$ cat config.mk
export PLATFORM = sky130hd
export DESIGN_NAME = reg_if_id_skid_flat
export DESIGN_NICKNAME = d
export VERILOG_FILES = /design/src/rtl/reg_if_id_skid_pkg.sv /design/src/rtl/reg_if_id_skid_if.sv /design/src/rtl/reg_if_id_skid.sv /design/src/flat_wrapper.sv
export SDC_FILE = /design/constraint.sdc
export NUM_CORES = 1
export LEC_CHECK = 0
export BUFFER_PORTS_ARGS = -buffer_cell sky130_fd_sc_hd__buf_2
export CAP_MARGIN = 25
export CELL_PAD_IN_SITES_DETAIL_PLACEMENT = 1
export CELL_PAD_IN_SITES_GLOBAL_PLACEMENT = 1
export CORE_MARGIN = 2
export CORE_UTILIZATION = 41
export CTS_CLUSTER_SIZE = 8
export DETAILED_ROUTE_END_ITERATION = 7
export PLACE_DENSITY = 0.89
export SLEW_MARGIN = 20
export SYNTH_ARGS = -nofsm -noshare
export SYNTH_HDL_FRONTEND = slang
export SYNTH_SLANG_ARGS = --single-unit
$ cat constraint.sdc
create_clock -name clk -period 6.1 [get_ports clk]
set_input_delay 1.22 -clock clk [delete_from_list [all_inputs] [get_ports clk]]
set_output_delay 1.22 -clock clk [all_outputs]
set_load 0.03 [all_outputs]
$ cat src/rtl/reg_if_id_skid_pkg.sv
// Shared IF/ID pipeline definitions: bus widths, bubble instruction and the
// stage state encoding.
package reg_if_id_skid_pkg;

  localparam int unsigned INST_ADDR_BUS_W = 32;
  localparam int unsigned INST_BUS_W      = 32;

  // addi x0,x0,0
  localparam logic [INST_BUS_W-1:0] NOP_INST_DEFAULT = 32'h0000_0013;

  typedef enum logic [1:0] {
    ST_EMPTY = 2'd0,
    ST_ONE   = 2'd1,
    ST_FULL  = 2'd2
  } skid_state_e;

endpackage

$ cat src/rtl/reg_if_id_skid_if.sv
// IF -> ID handshake bundle; master is the fetch/decode environment, slave is
// the pipeline register.
interface reg_if_id_skid_if #(
  parameter int unsigned ADDR_W = 32,
  parameter int unsigned INST_W = 32
);
  logic              if_valid;
  logic              if_ready;
  logic [ADDR_W-1:0] if_pc;
  logic [INST_W-1:0] if_inst;
  logic              flush;
  logic              id_valid;
  logic              id_ready;
  logic [ADDR_W-1:0] id_pc;
  logic [INST_W-1:0] id_inst;

  modport master (
    output if_valid, if_pc, if_inst, flush, id_ready,
    input  if_ready, id_valid, id_pc, id_inst
  );

  modport slave (
    input  if_valid, if_pc, if_inst, flush, id_ready,
    output if_ready, id_valid, id_pc, id_inst
  );
endinterface

$ cat src/rtl/reg_if_id_skid.sv
// IF/ID pipeline register with a one-entry skid slot so IF can keep streaming
// for one cycle after ID stalls; flush turns the stage into a bubble.
module reg_if_id_skid
  import reg_if_id_skid_pkg::*;
#(
  parameter int unsigned           ADDR_W   = INST_ADDR_BUS_W,
  parameter int unsigned           INST_W   = INST_BUS_W,
  parameter logic [INST_BUS_W-1:0] NOP_INST = NOP_INST_DEFAULT
) (
  input  logic               clk,
  input  logic               rst,
  reg_if_id_skid_if.slave    bus
);

  localparam logic [INST_W-1:0] NOP_W = INST_W'(NOP_INST);

  skid_state_e       state_q, state_d;
  logic [ADDR_W-1:0] main_pc_q, main_pc_d;
  logic [INST_W-1:0] main_inst_q, main_inst_d;
  logic [ADDR_W-1:0] skid_pc_q, skid_pc_d;
  logic [INST_W-1:0] skid_inst_q, skid_inst_d;
  logic              id_valid_q, id_valid_d;
  logic              if_ready_q, if_ready_d;
  logic              accept, drain;

  assign accept = bus.if_valid & if_ready_q;
  assign drain  = id_valid_q & bus.id_ready;

  // State and slot registers
  always_ff @(posedge clk or posedge rst) begin
    if (rst) begin
      state_q     <= ST_EMPTY;
      main_pc_q   <= '0;
      main_inst_q <= NOP_W;
      skid_pc_q   <= '0;
      skid_inst_q <= NOP_W;
      id_valid_q  <= 1'b0;
      if_ready_q  <= 1'b1;
    end else begin
      state_q     <= state_d;
      main_pc_q   <= main_pc_d;
      main_inst_q <= main_inst_d;
      skid_pc_q   <= skid_pc_d;
      skid_inst_q <= skid_inst_d;
      id_valid_q  <= id_valid_d;
      if_ready_q  <= if_ready_d;
    end
  end

  // Next-state: flush overrides any simultaneous accept or drain
  always_comb begin
    state_d = state_q;
    if (bus.flush) begin
      state_d = ST_EMPTY;
    end else begin
      case (state_q)
        ST_EMPTY: if (accept) state_d = ST_ONE;
        ST_ONE: begin
          if (accept && !drain)      state_d = ST_FULL;
          else if (!accept && drain) state_d = ST_EMPTY;
        end
        ST_FULL:  if (drain) state_d = ST_ONE;
        default:  state_d = ST_EMPTY;
      endcase
    end
  end

  // Slot datapath and registered handshake outputs
  always_comb begin
    main_pc_d   = main_pc_q;
    main_inst_d = main_inst_q;
    skid_pc_d   = skid_pc_q;
    skid_inst_d = skid_inst_q;
    if (bus.flush) begin
      main_inst_d = NOP_W;
      skid_pc_d   = '0;
      skid_inst_d = NOP_W;
    end else begin
      case (state_q)
        ST_EMPTY: begin
          if (accept) begin
            main_pc_d   = bus.if_pc;
            main_inst_d = bus.if_inst;
          end
        end
        ST_ONE: begin
          if (accept && drain) begin
            main_pc_d   = bus.if_pc;
            main_inst_d = bus.if_inst;
          end else if (accept) begin
            skid_pc_d   = bus.if_pc;
            skid_inst_d = bus.if_inst;
          end else if (drain) begin
            // id_pc keeps the last value; only the instruction becomes a bubble
            main_inst_d = NOP_W;
          end
        end
        ST_FULL: begin
          if (drain) begin
            main_pc_d   = skid_pc_q;
            main_inst_d = skid_inst_q;
            skid_pc_d   = '0;
            skid_inst_d = NOP_W;
          end
        end
        default: begin
          main_inst_d = NOP_W;
        end
      endcase
    end
    id_valid_d = (state_d != ST_EMPTY);
    if_ready_d = (state_d != ST_FULL);
  end

  assign bus.if_ready = if_ready_q;
  assign bus.id_valid = id_valid_q;
  assign bus.id_pc    = main_pc_q;
  assign bus.id_inst  = main_inst_q;

endmodule

$ cat src/flat_wrapper.sv
// flat-port wrapper written by rule: the top's interface ports become plain ports
module reg_if_id_skid_flat import reg_if_id_skid_pkg::*;
#(
  parameter int unsigned           ADDR_W   = INST_ADDR_BUS_W,
  parameter int unsigned           INST_W   = INST_BUS_W,
  parameter logic [INST_BUS_W-1:0] NOP_INST = NOP_INST_DEFAULT
)
  (clk, rst, bus_if_valid, bus_if_pc, bus_if_inst, bus_flush, bus_id_ready, bus_if_ready, bus_id_valid, bus_id_pc, bus_id_inst);
  reg_if_id_skid_if #(.ADDR_W(ADDR_W), .INST_W(INST_W)) bus_i ();
  input  logic clk;
  input  logic rst;
  input wire logic [$bits(bus_i.if_valid)-1:0] bus_if_valid;
  input wire logic [$bits(bus_i.if_pc)-1:0] bus_if_pc;
  input wire logic [$bits(bus_i.if_inst)-1:0] bus_if_inst;
  input wire logic [$bits(bus_i.flush)-1:0] bus_flush;
  input wire logic [$bits(bus_i.id_ready)-1:0] bus_id_ready;
  output wire logic [$bits(bus_i.if_ready)-1:0] bus_if_ready;
  output wire logic [$bits(bus_i.id_valid)-1:0] bus_id_valid;
  output wire logic [$bits(bus_i.id_pc)-1:0] bus_id_pc;
  output wire logic [$bits(bus_i.id_inst)-1:0] bus_id_inst;
  assign bus_i.if_valid = bus_if_valid;
  assign bus_i.if_pc = bus_if_pc;
  assign bus_i.if_inst = bus_if_inst;
  assign bus_i.flush = bus_flush;
  assign bus_i.id_ready = bus_id_ready;
  assign bus_if_ready = bus_i.if_ready;
  assign bus_id_valid = bus_i.id_valid;
  assign bus_id_pc = bus_i.id_pc;
  assign bus_id_inst = bus_i.id_inst;
  reg_if_id_skid #(.ADDR_W(ADDR_W), .INST_W(INST_W), .NOP_INST(NOP_INST)) u_core (.clk(clk), .rst(rst), .bus(bus_i));
endmodule
==> results of run 1 <==
[worst max-delay path, cell delays in order]
cell and delay, ns:
buf_2 0.51, a21boi_2 0.26, a221oi_4 0.69, buf_4 0.53
o21ai_0 0.19
[cell type report]
| cell class | instances | area [um^2] | share of cell area |
|---|---|---|---|
| antenna | 1 | 2.502 | 0.0003229 |
| sequential | 132 | 3313 | 0.4276 |
| multi-input combinational | 492 | 2731 | 0.3525 |
| inverter | 6 | 27.53 | 0.003552 |
| clock inverter | 10 | 177.7 | 0.02293 |
| timing repair buffer | 147 | 790.8 | 0.1021 |
| tap | 188 | 235.2 | 0.03036 |
| clock buffer | 21 | 470.5 | 0.06071 |
[final timing paths]
| check | from | to | slack, ns | depth (start not counted) |
|---|---|---|---|---|
| min in group asynchronous | rst | u_core.bus.id_pc[27]$_DFFE_PP0P_ | 0.93 | 2 |
| worst min-delay path | u_core.skid_inst_q[0]$_DFFE_PP1P_ | u_core.skid_inst_q[0]$_DFFE_PP1P_ | 0.46 | 2 |
| worst max register to register | u_core.state_q[1]$_DFF_PP0_ | u_core.skid_pc_q[17]$_DFFE_PP0P_ | 3.21 | 4 |
| worst min register to register | u_core.skid_inst_q[0]$_DFFE_PP1P_ | u_core.skid_inst_q[0]$_DFFE_PP1P_ | 0.46 | 2 |
| max in group asynchronous | rst | u_core.bus.id_pc[8]$_DFFE_PP0P_ | 4.05 | 3 |
| worst max-delay path | bus_id_ready | u_core.skid_pc_q[17]$_DFFE_PP0P_ | 2.95 | 5 |
[cells by family (layout without fill, tap and decap cells)]
kind of cell | Yosys count | in the layout | synth area share
and+or+nand+nor | 196 | 196 | 0.1278
muxes | 61 | 61 | 0.09627
AOI/OAI and AO/OA | 234 | 234 | 0.1996
other | 0 | 1 | 0
DFF | 132 | 132 | 0.5222
buffers and inverters | 70 | 184 | 0.05267
xor gates and xnor gates | 1 | 1 | 0.001381
[power by group]
group	internal, uW	leakage (uW)	switching (uW)	total, uW
sequential	1020	0.00170	89.6	1110
clock	752	0.000319	382	1130
combinational	218	0.00169	511	729
[sequential cells by signal, indices dropped and copies added, names as in the netlist]
| register | flops |
|---|---|
| u_core.bus.if_ready | 1 |
| u_core.skid_inst_q | 32 |
| u_core.state_q | 2 |
| u_core.bus.id_pc | 32 |
| u_core.bus.id_inst | 32 |
| u_core.skid_pc_q | 32 |
| u_core.bus.id_valid | 1 |
[stage by stage]
stage,hold WS [ns],setup slack (ns),utilization,power [uW],area (um^2)
finish,0.4623,2.952,0.5116,2974,7749
CTS,0.4627,2.985,0.5105,2989,7731
floorplan,0.4414,1.366,-,1600,6342
global placement,0.4508,2.261,0.4657,1806,7053
global route,0.4959,2.790,0.5114,3104,7746
detailed placement,0.4536,2.530,0.4677,1844,7083
[metal layers]
layer / up-vias / share of wire / GRT usage
met1: 2845 / 0.42 / 0.3031
li1: 2619 / - / -
met2: 160 / 0.51 / 0.4146
met4: 0 / 0.016 / 0.08533
met3: 21 / 0.051 / 0.05114
met5: - / 0 / 0
[cells in the final DEF (no fill, tap or decap), types with 4 or more instances in the layout]
cell type,synthesis,final
buf_4,4,10
inv_1,6,5
nand2_1,153,153
buf_2,17,134
clkinv_2,0,4
dfrtp_1,125,124
o21ai_0,137,137
a21oi_1,35,35
clkbuf_16,0,17
bufinv_16,0,5
o21ai_1,18,18
mux2i_1,61,61
dfstp_2,7,7
nand3_1,29,29
o22ai_1,29,29
==> impl_metrics.py, run 1 <==
metrics = {
    "cts": {
        "cts_setup_buffers": 0,
        "clock_latency_ns": 0.42,
        "clkTransAtPathRegs_ns": 0.06,
        "cts_tree": "yes",
        "hold_buffers": 0,
        "cts-resized-gates": 0,
        "cts_buffers": 17,
        "cts-root-buf": "clkbuf_16",
        "cts.sinks": 132,
        "clockBufferDepth": 2,
        "cts_max_level": 4,
    },
    "synthesis": {
        "async_flop_share": 1.000,
        "synth_cell_types": 37,
        "syn_area_um2": 6342,
        "synth_common_cells": "nand2_1 (153), o21ai_0 (137), dfrtp_1 (125)",
        "synth_enable_flop_cells": 0,
        "synth_fp_nets": 763,
        "synth_cells": 694,
        "synth.top_cell.area_share": 0.4932,
        "synthTopCellsByArea": "dfrtp_1 (49%), o21ai_0 (11%), mux2i_1 (9.6%), nand2_1 (9.1%), dfstp_2 (2.9%)",
        "dominantRegCellSynth": "dfrtp_1",
        "yosysTopAreaCell": "dfrtp_1",
        "ys_warn_count": 0,
        "synth-seq-area-share": 0.5222,
        "synth_seq_cells": 132,
        "syn_area_per_cell_um2": 9.139,
        "synth_most_common_cell": "nand2_1",
    },
    "placed_design": {
        "hpwl_mm": 12.21,
        "post-place-cells": 964,
        "place_congestion": 0.8010,
        "io_buffer_count": 134,
    },
    "power_and_ir_drop": {
        "powerDensity_nw_per_um2": 383.8,
        "irDropWorstVdd_v": 0.0001956,
        "p_leak_uw": 0.003711,
    },
    "timing": {
        "setup_tns_ns": 0,
        "finalHoldViolCount": 0,
        "slew_viol_final": 0,
        "tightestPinTransition_ns": 1.045,
        "skew_ns": 0.006394,
        "relSlewSlack": 0.3033,
        "finalCritPeriodShare": 0.5161,
        "setup_viol": 0,
        "fmaxAchievable_ghz": 0.3176,
        "rsz0062_at_grt": "false",
        "timing.final.crit_period_ns": 3.148,
    },
    "global_route": {
        "grt-ovfl-total": 0,
        "grt_usage": 0.2415,
        "grt_pass1_wl_mm": 31.16,
        "grt_max_degree": 89,
        "grt_pass1_vias": 6068,
        "antenna_found_initial": 1,
    },
    "critical_path": {
        "crit_arrival_ns": 3.42,
        "cp_max_fo": 50,
        "crit_required_ns": 6.38,
        "critical_path_class": "input port to register",
        "setup.worst_path.end_class": "register",
        "startpoint_type": "input port",
    },
    "drt": {
        "drc": 0,
        "drt-pass1-iter-count": 4,
        "wl_mm": 19.19,
        "wire_per_inst_um": 19.25,
        "drtIter0Drc": 263,
        "num_vias": 5645,
        "viasPerCell": 5.662,
        "ant_nets": 0,
    },
    "layout": {
        "layout.cells.non_filler": 997,
        "nets": 865,
        "area_growth_pct": 22.17,
        "drive_above_1_share": 0.2401,
        "fillCellCount": 1752,
    },
    "die": {
        "rows": 45,
        "dieWidth_um": 128.4,
        "die_h_um": 128.4,
        "io_pins": 135,
        "core_um2": 15150,
        "die_area_um2": 16480,
        "initial_core_util": 0.4188,
    },
    "worst_hold_path": {
        "hold_path_class": "register to register",
    },
    "job": {
        "max-cap-violations": 0,
    },
    "outcome": {
        "status": "completed",
    },
}
Note: power is estimated with default switching activity, not from simulation.
==> run 2, diff against run 1 <==
clock period = 3.1 ns   (was 6.1 ns; I/O delays follow)
==> impl_metrics.py, run 2 (synthesized netlist as in run 1, its figures left out) <==
metrics = {
    "outcome": {
        "status": "completed",
    },
    "global_route": {
        "grt_pass1_wl_mm": 31.17,
        "antenna_found_initial": 1,
        "met1_usage": 0.2958,
        "grt_max_degree": 73,
        "grt.met3_usage": 0.06736,
        "grt-ovfl-total": 0,
        "top_usage_layer": "met2",
        "grt_pass1_vias": 6009,
        "use_met2": 0.4108,
        "grt_usage": 0.2411,
    },
    "cts": {
        "cts_buffers": 17,
        "cts_setup_buffers": 0,
        "cts-resized-gates": 0,
        "clkTransAtPathRegs_ns": 0.05,
        "cts-root-buf": "clkbuf_16",
        "clock_latency_ns": 0.42,
        "cts_tree": "yes",
        "cts_max_level": 4,
        "hold_buffers": 0,
        "cts.sinks": 132,
        "clockBufferDepth": 2,
    },
    "timing": {
        "relSlewSlack": 0.4874,
        "finalCritPeriodShare": 0.8468,
        "setup_ws_ns": 0.4748,
        "timing.final.crit_period_ns": 2.625,
        "finalHoldViolCount": 0,
        "fmaxAchievable_ghz": 0.3809,
        "slew_viol_final": 0,
        "setup_tns_ns": 0,
        "skew_ns": 0.004143,
        "setup_viol": 0,
        "rsz0062_at_grt": "false",
        "tightestPinTransition_ns": 0.7673,
    },
    "placed_design": {
        "post-place-ws_ns": 0.5015,
        "io_buffer_count": 134,
        "place_congestion": 0.7722,
        "place_area_um2": 7157,
        "hpwl_mm": 12.32,
    },
    "critical_path": {
        "r2r-start": "u_core.state_q[0]$_DFF_PP0_",
        "critical_path_class": "register to register",
        "crit_chain": "buf_4, a21boi_2, o21a_2, or2_4, o21ai_0",
        "ff2ff_path_depth": 5,
        "crit_arrival_ns": 2.90,
        "crit_buf_inv": 1,
        "cp_top_family": "compound AO/OA/AOI/OAI gates",
        "worst_path_max_delay_cell": "o21a_2",
        "r2r-end": "u_core.bus.id_pc[5]$_DFFE_PP0P_",
        "setup.worst_path.end_class": "register",
        "cp_slowest_stage_delay_ns": 0.63,
        "r2r_slack_ns": 0.47,
        "crit_path_start": "u_core.state_q[0]$_DFF_PP0_",
        "startpoint_type": "register",
        "crit_required_ns": 3.37,
        "cp_max_fo": 36,
    },
    "layout": {
        "final_area_um2": 7853,
        "fin_util": 0.5185,
        "layout_common_cells": "nand2_1 (153), o21ai_0 (137), buf_2 (134), dfrtp_1 (124), mux2i_1 (61)",
        "fillCellCount": 1770,
        "nets": 872,
        "final_common_cell": "nand2_1",
        "area_growth_pct": 23.81,
        "drive_above_1_share": 0.2454,
    },
    "drt": {
        "drtIter0Drc": 368,
        "drc": 0,
        "viasPerCell": 5.629,
        "wl_mm": 19.21,
        "wire_per_inst_um": 19.13,
        "ant_nets": 0,
        "num_vias": 5652,
        "drt-pass1-iter-count": 6,
    },
    "die": {
        "die_area_um2": 16480,
        "die_h_um": 128.4,
        "io_pins": 135,
        "initial_core_util": 0.4188,
        "core_um2": 15150,
        "dieWidth_um": 128.4,
        "rows": 45,
    },
    "power_and_ir_drop": {
        "powerDensity_nw_per_um2": 756.7,
        "power_uw": 5942,
        "irDropWorstVdd_v": 0.0004290,
        "p_leak_uw": 0.003764,
    },
    "worst_hold_path": {
        "hold_path_class": "input port to async pin",
    },
    "job": {
        "max-cap-violations": 0,
    },
}
==> run 2: per-stage QoR <==
step,hold slack [ns],cells
2_1_floorplan,0.4414,694
3_3_place_gp,0.4519,971
3_5_place_dp,0.4557,971
4_1_cts,0.3516,1002
5_1_grt,0.3785,1003
6_report,0.3307,1004
==> run 2: area by class of cell <==
cell class              count  area (um^2)  share of cell area
multi-input cells         492         2731              0.3478
clock inverters             9        198.9             0.02533
inverters                   6        26.28            0.003346
clock buffers              22        474.2             0.06039
flip-flops and latches    132         3313              0.4219
diodes                      1        2.502           0.0003187
well taps                 188        235.2             0.02996
repair buffers            154        870.8              0.1109
==> run 2: routing by layer <==
metal  up-vias  routed length (um)
li1       2630                   -
met1      2840                8162
met2       156                9543
met3        26                1172
met4         0                 327
met5         -                   0
==> run 2: power breakdown <==
| group | switching (uW) | internal [uW] |
|---|---|---|
| clock network | 735 | 1570 |
| logic | 1020 | 439 |
| registers | 172 | 2010 |
==> run 2: worst max-delay path by stage <==
stage | cells after the start | endpoint | slack, ns
2_1_floorplan | 1 | u_core.bus.id_inst[10]$_DFFE_PP0P_ | 0.85
3_3_place_gp | 5 | u_core.bus.id_pc[5]$_DFFE_PP0P_ | 0.65
6_report | 5 | u_core.bus.id_pc[5]$_DFFE_PP0P_ | 0.47
5_1_grt | 5 | u_core.bus.id_pc[12]$_DFFE_PP0P_ | 0.32
4_1_cts | 5 | u_core.bus.id_pc[5]$_DFFE_PP0P_ | 0.46
3_5_place_dp | 5 | u_core.bus.id_pc[12]$_DFFE_PP0P_ | 0.50
==> run 3, diff against run 2 <==
ABC_AREA = 1   (was unset)
CORE_UTILIZATION = 36   (was 41)
PLACE_DENSITY = 0.86   (was 0.89)
clock period = 2.4 ns   (was 3.1 ns; I/O delays follow)
==> impl_metrics.py, run 3 <==
metrics = {
    "drt": {
        "wire_per_inst_um": 16.00,
        "ant_nets": 0,
        "drt-pass1-iter-count": 4,
        "drc": 0,
        "drtIter0Drc": 301,
        "wl_mm": 20.24,
        "num_vias": 6325,
        "viasPerCell": 5.000,
    },
    "synthesis": {
        "synth_fp_nets": 976,
        "synth-seq-area-share": 0.4952,
        "async_flop_share": 1.000,
        "synth_cell_types": 24,
        "synth_common_cells": "nand2_1 (478), dfrtp_1 (125), nand3_1 (97)",
        "synth.top_cell.area_share": 0.4677,
        "synthTopCellsByArea": "dfrtp_1 (47%), nand2_1 (27%), nand3_1 (7.3%), nand3b_1 (3.3%), dfstp_2 (2.8%)",
        "ys_warn_count": 0,
        "synth_enable_flop_cells": 0,
        "synth_cells": 907,
        "synth_most_common_cell": "nand2_1",
        "yosysTopAreaCell": "dfrtp_1",
        "syn_area_per_cell_um2": 7.373,
        "dominantRegCellSynth": "dfrtp_1",
        "syn_area_um2": 6688,
        "synth_seq_cells": 132,
    },
    "global_route": {
        "grt_max_degree": 87,
        "antenna_found_initial": 3,
        "grt_pass1_vias": 6653,
        "grt-ovfl-total": 0,
        "grt_pass1_wl_mm": 33.90,
        "grt_usage": 0.2154,
    },
    "cts": {
        "cts_max_level": 4,
        "clock_latency_ns": 0.42,
        "clockBufferDepth": 2,
        "cts-root-buf": "clkbuf_16",
        "cts_tree": "yes",
        "hold_buffers": 0,
        "cts-resized-gates": 0,
        "cts.sinks": 132,
        "cts_buffers": 17,
        "cts_setup_buffers": 0,
        "clkTransAtPathRegs_ns": 0.06,
    },
    "layout": {
        "drive_above_1_share": 0.2068,
        "layout_common_cells": "nand2_1 (477), buf_2 (134), dfrtp_1 (125), nand3_1 (97), nand3b_1 (29)",
        "area_growth_pct": 22.26,
        "fin_util": 0.4521,
        "fillCellCount": 2299,
        "nets": 1091,
        "final_common_cell": "nand2_1",
        "final_area_um2": 8177,
    },
    "power_and_ir_drop": {
        "p_switching_uw": 3063,
        "irDropWorstVdd_v": 0.0005351,
        "internal_power_uw": 5337,
        "p_leak_uw": 0.004514,
        "clkPwrFrac": 0.342,
        "p_comb_frac": 0.291,
        "seqPwrFrac": 0.367,
        "swShare": 0.3646,
        "powerDensity_nw_per_um2": 1027,
    },
    "critical_path": {
        "crit_arrival_ns": 2.17,
        "crit_required_ns": 2.71,
        "cp_max_fo": 37,
        "setup.worst_path.end_class": "register",
        "startpoint_type": "register",
        "critical_path_class": "register to register",
    },
    "worst_hold_path": {
        "hold_path_class": "input port to async pin",
    },
    "die": {
        "initial_core_util": 0.3698,
        "io_pins": 135,
        "die_area_um2": 19680,
        "die_h_um": 140.3,
        "dieWidth_um": 140.3,
        "rows": 49,
        "core_um2": 18090,
    },
    "timing": {
        "relSlewSlack": 0.6226,
        "slew_viol_final": 0,
        "setup_viol": 0,
        "rsz0062_at_grt": "false",
        "fmaxAchievable_ghz": 0.5366,
        "timing.final.crit_period_ns": 1.864,
        "tightestPinTransition_ns": 0.5648,
        "setup_tns_ns": 0,
        "skew_ns": 0.009006,
        "finalHoldViolCount": 0,
        "finalCritPeriodShare": 0.7766,
    },
    "placed_design": {
        "place_congestion": 0.7654,
        "place_area_um2": 7527,
        "io_buffer_count": 134,
        "hpwl_mm": 12.86,
    },
    "outcome": {
        "status": "completed",
    },
    "job": {
        "max-cap-violations": 0,
    },
}
==> run 3: metrics by stage <==
| step | hold WS (ns) | std cells | power (uW) | setup slack, ns |
|---|---|---|---|---|
| floorplan | 0.4422 | 907 | 4772 | 0.2885 |
| global placement | 0.4487 | 1232 | 5492 | 0.5965 |
| detailed placement | 0.4544 | 1232 | 5579 | 0.5547 |
| CTS | 0.1254 | 1264 | 8490 | 0.5439 |
| global route | 0.1552 | 1264 | 8865 | 0.3830 |
| finish | 0.1137 | 1265 | 8400 | 0.5362 |
==> run 3: power by group through the flow <==
| stage | Combinational [uW] | Sequential, uW | Clock [uW] |
|---|---|---|---|
| floorplan | 1070 | 3700 | 0 |
| global placement | 2400 | 3090 | 0 |
| detailed placement | 2470 | 3110 | 0 |
| CTS | 2490 | 3090 | 2920 |
| global route | 2700 | 3150 | 3020 |
| finish | 2450 | 3080 | 2870 |
==> run 3: path summary, 6_finish.rpt <==
path                       slack (ns)                                 to                              from  cells after the start
min reg2reg                      0.47   u_core.bus.id_pc[31]$_DFFE_PP0P_  u_core.bus.id_pc[31]$_DFFE_PP0P_                      2
max in group asynchronous        1.54  u_core.bus.id_inst[1]$_DFFE_PP1P_                               rst                      3
max reg2reg                      0.54  u_core.skid_inst_q[9]$_DFFE_PP0P_       u_core.state_q[1]$_DFF_PP0_                      8
min                              0.11    u_core.skid_pc_q[3]$_DFFE_PP0P_                               rst                      2
min in group clk                 0.38    u_core.bus.id_pc[5]$_DFFE_PP0P_                      bus_if_pc[5]                      5
max                              0.54  u_core.skid_inst_q[9]$_DFFE_PP0P_       u_core.state_q[1]$_DFF_PP0_                      8
==> run 3: cell type report <==
cell class	count	area, um^2	area share
antenna	1	2.502	0.0003060
clock buffer	24	501.7	0.06136
clock inverter	8	145.1	0.01775
inverter	33	130.1	0.01591
multi-input combinational	681	2905	0.3553
sequential	132	3312	0.4051
tap	229	286.5	0.03504
timing repair buffer	157	893.4	0.1093
==> run 3: metal layers <==
| metal | GRT usage | vias to the layer above | part of all wire |
|---|---|---|---|
| met2 | 0.3695 | 144 | 0.49 |
| met5 | 0 | - | 0.00064 |
| li1 | - | 3072 | - |
| met4 | 0.05210 | 2 | 0.0089 |
| met1 | 0.2759 | 3088 | 0.45 |
| met3 | 0.05128 | 19 | 0.054 |
==> run 3: logic make-up (layout without fill, tap and decap cells) <==
| logic type | count (synthesis) | after routing | share of synthesized area |
|---|---|---|---|
| flip-flops | 132 | 132 | 0.4952 |
| buffers and inverters | 94 | 222 | 0.07222 |
| AO/OA/AOI/OAI | 26 | 26 | 0.02039 |
| other | 0 | 1 | 0 |
| AND/OR/NAND/NOR | 655 | 655 | 0.4122 |
==> run 3: worst max-delay path: stages (launching register included) <==
cell      delay, ns
dfrtp_1        0.48
inv_2          0.12
nor2_4         0.29
nand3_1        0.19
nand2_1        0.11
inv_2          0.05
buf_4          0.26
nand3b_1       0.16
nand2_1        0.07
